## config.mk

```make
export PLATFORM = sky130hd
export DESIGN_NAME = program_loader_flat
export DESIGN_NICKNAME = d
export VERILOG_FILES = /design/src/rtl/program_loader_pkg.sv /design/src/rtl/program_loader_if.sv /design/src/rtl/program_loader.sv /design/src/flat_wrapper.sv
export SDC_FILE = /design/constraint.sdc
export NUM_CORES = 1
export LEC_CHECK = 0
export ABC_AREA = 1
export BUFFER_PORTS_ARGS = -buffer_cell sky130_fd_sc_hd__buf_2
export CAP_MARGIN = 10
export CORE_ASPECT_RATIO = 0.6
export CORE_MARGIN = 4
export CORE_UTILIZATION = 57
export CTS_CLUSTER_DIAMETER = 120
export CTS_CLUSTER_SIZE = 8
export DETAILED_ROUTE_END_ITERATION = 8
export HOLD_SLACK_MARGIN = 0.08
export PLACE_DENSITY = 0.79
export SYNTH_ARGS = -nofsm -noshare
export SYNTH_HDL_FRONTEND = slang
export SYNTH_SLANG_ARGS = --single-unit
export TNS_END_PERCENT = 1
```

## constraint.sdc

```tcl
create_clock -name Clock -period 2.3 [get_ports Clock]
set_input_delay 0.23 -clock Clock [delete_from_list [all_inputs] [get_ports Clock]]
set_output_delay 0.23 -clock Clock [all_outputs]
set_load 0.1 [all_outputs]
```

## src/rtl/program_loader_pkg.sv

```systemverilog
// Shared definitions for the program loader and the CPU-side memory interface.
// Holds the loader FSM encoding and the memory read/write strobe polarity.
// The helper functions classify states so the top stays free of repeated lists.
package program_loader_pkg;

   // Loader FSM states, in stream order
   typedef enum logic [3:0] {
      IDLE    = 4'd0,
      LEN_HI  = 4'd1,
      LEN_LO  = 4'd2,
      DATA_HI = 4'd3,
      DATA_LO = 4'd4,
      WRITE   = 4'd5,
      CHK     = 4'd6,
      DONE    = 4'd7,
      ERROR   = 4'd8
   } state_t;

   // MemRW polarity, identical to the CPU controller's encoding
   localparam logic MEM_WRITE = 1'b1;
   localparam logic MEM_READ  = 1'b0;

   // States in which one stream byte may be consumed
   function automatic logic takes_byte(input state_t s);
      return (s == LEN_HI) || (s == LEN_LO) || (s == DATA_HI) ||
             (s == DATA_LO) || (s == CHK);
   endfunction

   // States from which a Start request begins a new load
   function automatic logic can_start(input state_t s);
      return (s == IDLE) || (s == DONE) || (s == ERROR);
   endfunction

endpackage

```

## src/rtl/program_loader_if.sv

```systemverilog
// Byte stream plus instruction-memory write port of the program loader.
// master = the loader (drives ByteReady and the memory write bus);
// slave  = the environment (byte source and memory).
interface program_loader_if #(
   parameter int ADDR_WIDTH = 16
);
   logic [7:0]            ByteIn;
   logic                  ByteValid;
   logic                  ByteReady;
   logic [ADDR_WIDTH-1:0] MemAddr;
   logic [15:0]           MemData;
   logic                  MemRW;

   modport master (
      input  ByteIn,
      input  ByteValid,
      output ByteReady,
      output MemAddr,
      output MemData,
      output MemRW
   );

   modport slave (
      output ByteIn,
      output ByteValid,
      input  ByteReady,
      input  MemAddr,
      input  MemData,
      input  MemRW
   );
endinterface

```

## src/rtl/program_loader.sv

```systemverilog
// Loads a length-prefixed, XOR-checksummed byte stream into instruction memory, then releases CPU reset.
// Latency: a write strobe follows the edge accepting DATA_LO; Done/Error follow the edge accepting CHK.
// Backpressure: ByteReady is low while writing and outside a load; bytes wait indefinitely (no timeout).
module program_loader
   import program_loader_pkg::*;
#(
   parameter int          ADDR_WIDTH = 16,
   parameter int unsigned START_ADDR = 0,
   parameter int unsigned MAX_WORDS  = 256
) (
   input  logic                Clock,
   input  logic                Reset,
   input  logic                Start,
   program_loader_if.master    bus,
   output logic                CPUReset_n,
   output logic                Busy,
   output logic                Done,
   output logic                Error,
   output logic [15:0]         WordCount
);

   localparam logic [ADDR_WIDTH-1:0] BASE_ADDR = ADDR_WIDTH'(START_ADDR);

   state_t      state_q;
   state_t      state_d;

   // datapath registers
   logic [7:0]  len_hi_q;
   logic [15:0] len_q;
   logic [7:0]  data_hi_q;
   logic [7:0]  chk_q;

   // next values of the registered outputs, decoded from the next state
   logic        byte_ready_d;
   logic        mem_rw_d;
   logic        busy_d;
   logic        done_d;
   logic        error_d;
   logic        cpu_reset_n_d;

   logic        accept;
   logic        start_load;
   logic [15:0] len_word;
   logic [15:0] word_count_inc;

   assign accept         = bus.ByteValid && bus.ByteReady;
   assign start_load     = Start && can_start(state_q);
   assign len_word       = {len_hi_q, bus.ByteIn};
   assign word_count_inc = WordCount + 16'd1;

   // State register
   always_ff @(posedge Clock or negedge Reset) begin
      if (!Reset) begin
         state_q <= IDLE;
      end else begin
         state_q <= state_d;
      end
   end

   // Next-state decode: advance on accepted bytes, WRITE always lasts one cycle
   always_comb begin
      state_d = state_q;
      case (state_q)
         IDLE, DONE, ERROR: begin
            if (Start) state_d = LEN_HI;
         end
         LEN_HI: begin
            if (accept) state_d = LEN_LO;
         end
         LEN_LO: begin
            if (accept) begin
               if (32'(len_word) > MAX_WORDS) state_d = ERROR;
               else if (len_word == 16'd0)    state_d = CHK;
               else                           state_d = DATA_HI;
            end
         end
         DATA_HI: begin
            if (accept) state_d = DATA_LO;
         end
         DATA_LO: begin
            if (accept) state_d = WRITE;
         end
         WRITE: begin
            if (word_count_inc == len_q) state_d = CHK;
            else                         state_d = DATA_HI;
         end
         CHK: begin
            if (accept) state_d = (bus.ByteIn == chk_q) ? DONE : ERROR;
         end
         default: state_d = IDLE;
      endcase
   end

   // Output decode from the next state so the outputs can be registered without a cycle of lag
   always_comb begin
      byte_ready_d  = takes_byte(state_d);
      mem_rw_d      = (state_d == WRITE) ? MEM_WRITE : MEM_READ;
      busy_d        = !can_start(state_d);
      done_d        = (state_d == DONE);
      error_d       = (state_d == ERROR);
      cpu_reset_n_d = (state_d == DONE);
   end

   // Registered control outputs; reset forces MemRW low at once, so no strobe survives it
   always_ff @(posedge Clock or negedge Reset) begin
      if (!Reset) begin
         bus.ByteReady <= 1'b0;
         bus.MemRW     <= MEM_READ;
         Busy          <= 1'b0;
         Done          <= 1'b0;
         Error         <= 1'b0;
         CPUReset_n    <= 1'b0;
      end else begin
         bus.ByteReady <= byte_ready_d;
         bus.MemRW     <= mem_rw_d;
         Busy          <= busy_d;
         Done          <= done_d;
         Error         <= error_d;
         CPUReset_n    <= cpu_reset_n_d;
      end
   end

   // Datapath: length capture, word assembly, checksum fold, write address/data and word count
   always_ff @(posedge Clock or negedge Reset) begin
      if (!Reset) begin
         len_hi_q    <= 8'd0;
         len_q       <= 16'd0;
         data_hi_q   <= 8'd0;
         chk_q       <= 8'd0;
         WordCount   <= 16'd0;
         bus.MemAddr <= BASE_ADDR;
         bus.MemData <= 16'd0;
      end else begin
         if (start_load) begin
            chk_q     <= 8'd0;
            WordCount <= 16'd0;
         end
         if (accept) begin
            case (state_q)
               LEN_HI: len_hi_q <= bus.ByteIn;
               LEN_LO: len_q    <= len_word;
               DATA_HI: begin
                  data_hi_q <= bus.ByteIn;
                  chk_q     <= chk_q ^ bus.ByteIn;
               end
               DATA_LO: begin
                  chk_q       <= chk_q ^ bus.ByteIn;
                  bus.MemData <= {data_hi_q, bus.ByteIn};
                  // address wraps modulo 2^ADDR_WIDTH
                  bus.MemAddr <= BASE_ADDR + ADDR_WIDTH'(WordCount);
               end
               default: ;
            endcase
         end
         if (state_q == WRITE) begin
            WordCount <= word_count_inc;
         end
      end
   end

endmodule

```

## src/flat_wrapper.sv

```systemverilog
// flat-port wrapper written by rule: the top's interface ports become plain ports
module program_loader_flat import program_loader_pkg::*;
#(
   parameter int          ADDR_WIDTH = 16,
   parameter int unsigned START_ADDR = 0,
   parameter int unsigned MAX_WORDS  = 256
)
  (Clock, Reset, Start, CPUReset_n, Busy, Done, Error, WordCount, bus_ByteIn, bus_ByteValid, bus_ByteReady, bus_MemAddr, bus_MemData, bus_MemRW);
  program_loader_if #(.ADDR_WIDTH(ADDR_WIDTH)) bus_i ();
  input  logic Clock;
  input  logic Reset;
  input  logic Start;
  output logic CPUReset_n;
  output logic Busy;
  output logic Done;
  output logic Error;
  output logic [15:0] WordCount;
  input wire logic [$bits(bus_i.ByteIn)-1:0] bus_ByteIn;
  input wire logic [$bits(bus_i.ByteValid)-1:0] bus_ByteValid;
  output wire logic [$bits(bus_i.ByteReady)-1:0] bus_ByteReady;
  output wire logic [$bits(bus_i.MemAddr)-1:0] bus_MemAddr;
  output wire logic [$bits(bus_i.MemData)-1:0] bus_MemData;
  output wire logic [$bits(bus_i.MemRW)-1:0] bus_MemRW;
  assign bus_i.ByteIn = bus_ByteIn;
  assign bus_i.ByteValid = bus_ByteValid;
  assign bus_ByteReady = bus_i.ByteReady;
  assign bus_MemAddr = bus_i.MemAddr;
  assign bus_MemData = bus_i.MemData;
  assign bus_MemRW = bus_i.MemRW;
  program_loader #(.ADDR_WIDTH(ADDR_WIDTH), .START_ADDR(START_ADDR), .MAX_WORDS(MAX_WORDS)) u_core (.Clock(Clock), .Reset(Reset), .Start(Start), .bus(bus_i), .CPUReset_n(CPUReset_n), .Busy(Busy), .Done(Done), .Error(Error), .WordCount(WordCount));
endmodule
```

==> flow_summary.toml <==
[route]
via_count = 4541
drc = 0
first_iter_violations = 581
detail_route.first_pass.iterations = 5
via_per_inst = 5.599
ant_nets = 0
wl_per_cell_um = 15.89
drt-total-wl_um = 12890

[placement]
place.gp.congestion = 0.9772
dp_hpwl_um = 9548
port_buffers = 65
placed_area_mm2 = 0.005319
dp_cells = 790
place_ws_ns = 0.1386

[timing]
setup_viol = 0
finalClockSkew_ns = 0.006647
finalCritPeriodShare_pct = 92.47
finalHoldViolations = 0
worstMarginPinSlew_ns = 0.5161
fmax_mhz = 470.2
min_period_ns = 2.127
fin_tns_setup_ns = 0
timing.hold.ws_ns = 0.1616
setup_ws_ns = 0.1731
finalMaxSlewViolations = 0
rsz0062_at_grt = "true"
relSlewSlack_pct = 65.33

[cells_and_area]
diodes = 0
nFillCells = 654
final_common_cell = "nand2_1"
finalNonFillerCells = 811
final_nets = 711
syn2layout_area_growth_pct = 19.55
fin_area_mm2 = 0.005738
final_cell_mix = "198 x nand2_1, 85 x dfrtp_1, 78 x o21ai_0"
drive_gt1_share_pct = 19.49

[clocking]
clk_latency_ns = 0.35
clk_pin_slew_ns = 0.07
clock-root-buffer = "clkbuf_16"
cts_tree = "done"
cts.htree.levels = 3
cts_sinks = 97
cts_made_buffers = 9
clk_path_buf_depth = 2

[floorplan]
die_x_um = 126.5
core_mm2 = 0.008039
start_util_pct = 59.70
dieArea_mm2 = 0.01000
die_y_um = 79.08
pin_count = 66
num_rows = 25

[critical_path]
path_buf_inv = 1
crit_arrival_ns = 2.38
crit_chain = "ha_4 -> nand3_1 -> nor2_4 -> nand2_1 -> nand2_1 -> nor2_1 -> inv_1 -> nand3_1 -> nor2_1 -> nand3_2 -> nor2_4 -> nand2_1 -> nand2_2 -> nor2_1 -> nand2_1 -> nand2_1"
path_delay_family = "simple AND/OR/NAND/NOR gates"
start_kind = "register"
r2r_cells = 16
cp_slowest_stage_delay_ns = 0.47
cp_common_cell = "nand2_1"
crit_cells = 16
cp-end-kind = "register"
crit_type = "reg -> reg"
cp_max_fo = 5
crit_required_ns = 2.55
cpMaxStageDelayCell = "dfrtp_4"

[grt]
grt.total_usage_pct = 27.04
grt_pass1_vias = 4311
antenna_found_initial = 0
grt_max_degree = 45
overflow = 0
grt_pass1_wl_um = 21160

[worst_hold_path]
hp-class = "in -> reg"
holdPathStages = 3

[power_and_ir_drop]
peakVddDrop_v = 0.0005751
p_per_area_mw_per_mm2 = 1248
p_leak_nw = 2.923

[synth]
yosysWarnings = 0
synth_top_area_cell = "dfrtp_1"
syn_area_mm2 = 0.004800
synth_seq_area_share_pct = 50.57
syn_inst = 620
synth_area_per_cell_um2 = 7.741
synth_top_area_share_pct = 50.57
synthDistinctLibCells = 28
synth_nets = 633
ys_seq_elements = 97
synthTopCellsByArea = "dfrtp_1 51%, nand2_1 16%, o21ai_0 8.1%"

[outcome]
status = "finished clean"

[flow_run]
timing.max_cap.violations = 0
[final cells by class]
type	instances	area (um2)	area share, %
clock inverters	6	78.83	1.374
well taps	108	135.1	2.355
repair buffers	80	467.9	8.155
clock buffers	10	239.0	4.165
flip-flops and latches	97	2445	42.61
multi-input cells	438	2102	36.63
inverters	72	270.3	4.710
[path summary, 6_finish.rpt]
check	from	endpoint	slack, ns
max in group asynchronous	Reset	u_core.chk_q[0]	1.28
min in group asynchronous	Reset	u_core.bus.MemAddr[2]	0.34
worst max-delay path	u_core.WordCount[1]	u_core.bus.ByteReady	0.17
worst min-delay path	bus_ByteIn[1]	u_core.len_hi_q[1]	0.16
worst min register to register	u_core.bus.MemData[11]	u_core.bus.MemData[11]	0.47
worst max register to register	u_core.WordCount[1]	u_core.bus.ByteReady	0.17
[kinds of logic (layout without fill, tap and decap cells)]
logic type / Yosys count / in the layout / synth area share [%]
DFF: 97 / 97 / 50.57
xor gates and xnor gates: 10 / 10 / 1.825
AOI/OAI and AO/OA: 89 / 89 / 9.645
and+or+nand+nor: 337 / 338 / 30.89
buffers and inverters: 86 / 168 / 6.804
adders and majority gates: 1 / 1 / 0.2606
[state kept, by name, indices dropped and copies added, names as in the netlist, 4 cells and up]
signal / cells
u_core.bus.MemAddr: 16
u_core.chk_q: 8
u_core.len_hi_q: 8
u_core.WordCount: 16
u_core.len_q: 16
u_core.bus.MemData: 16
u_core.state_q: 4
u_core.data_hi_q: 8
[power breakdown]
part           leakage (nW)  switching, W  total [W]  internal (W)
clock                 0.158      0.000710    0.00161      0.000898
combinational          1.50       0.00226    0.00298      0.000719
sequential             1.26      0.000348    0.00257       0.00223
total                  2.92       0.00332    0.00716       0.00384
[cell usage after synthesis (all sizes together)]
library cell	number
nor3b	1
nand4	13
xnor2	5
o21a	2
xor2	5
clkbuf	13
nor2	46
inv	71
nor3	5
nor4	2
clkinv	1
buf	1
nand3	61
dfrtp	97
o22ai	7
a21oi	1
o21ai	79
nand2	208
ha	1
and2	1
[worst register-to-register path, cell delays in order, from the launching register on]
cell and delay, ns:
dfrtp_4 0.47, ha_4 0.17, nand3_1 0.16, nor2_4 0.19, nand2_1 0.07, nand2_1 0.10, nor2_1 0.07, inv_1 0.06
nand3_1 0.06, nor2_1 0.12, nand3_2 0.11, nor2_4 0.13, nand2_1 0.07, nand2_2 0.10, nor2_1 0.06, nand2_1 0.05
nand2_1 0.05
[routing by layer]
metal  global-route usage [%]  vias to the layer above  wire length (um)
met5                        0                        -                 0
met4                    8.887                        0               219
met3                    8.199                       25              1162
met2                    39.61                      169              5559
met1                    38.61                     2184              5949
li1                         -                     2163                 -
[per-stage QoR]
step                      total power, W  utilization [%]
after CTS                       0.007102            70.24
after global routing            0.007588            71.38
after floorplan                 0.004806                -
final                           0.007163            71.38
after detailed placement        0.005477            66.16
after global placement          0.005400            66.16
[what timing repair did]
item                                    in CTS  in global routing
hold buffers                                 1                  0
hold endpoints to repair                    28                  0
gates resized for setup                      0                 12
endpoints found under the setup margin       0                  3
buffers inserted                             0                  3
Note: power is estimated with default switching activity, not from simulation.
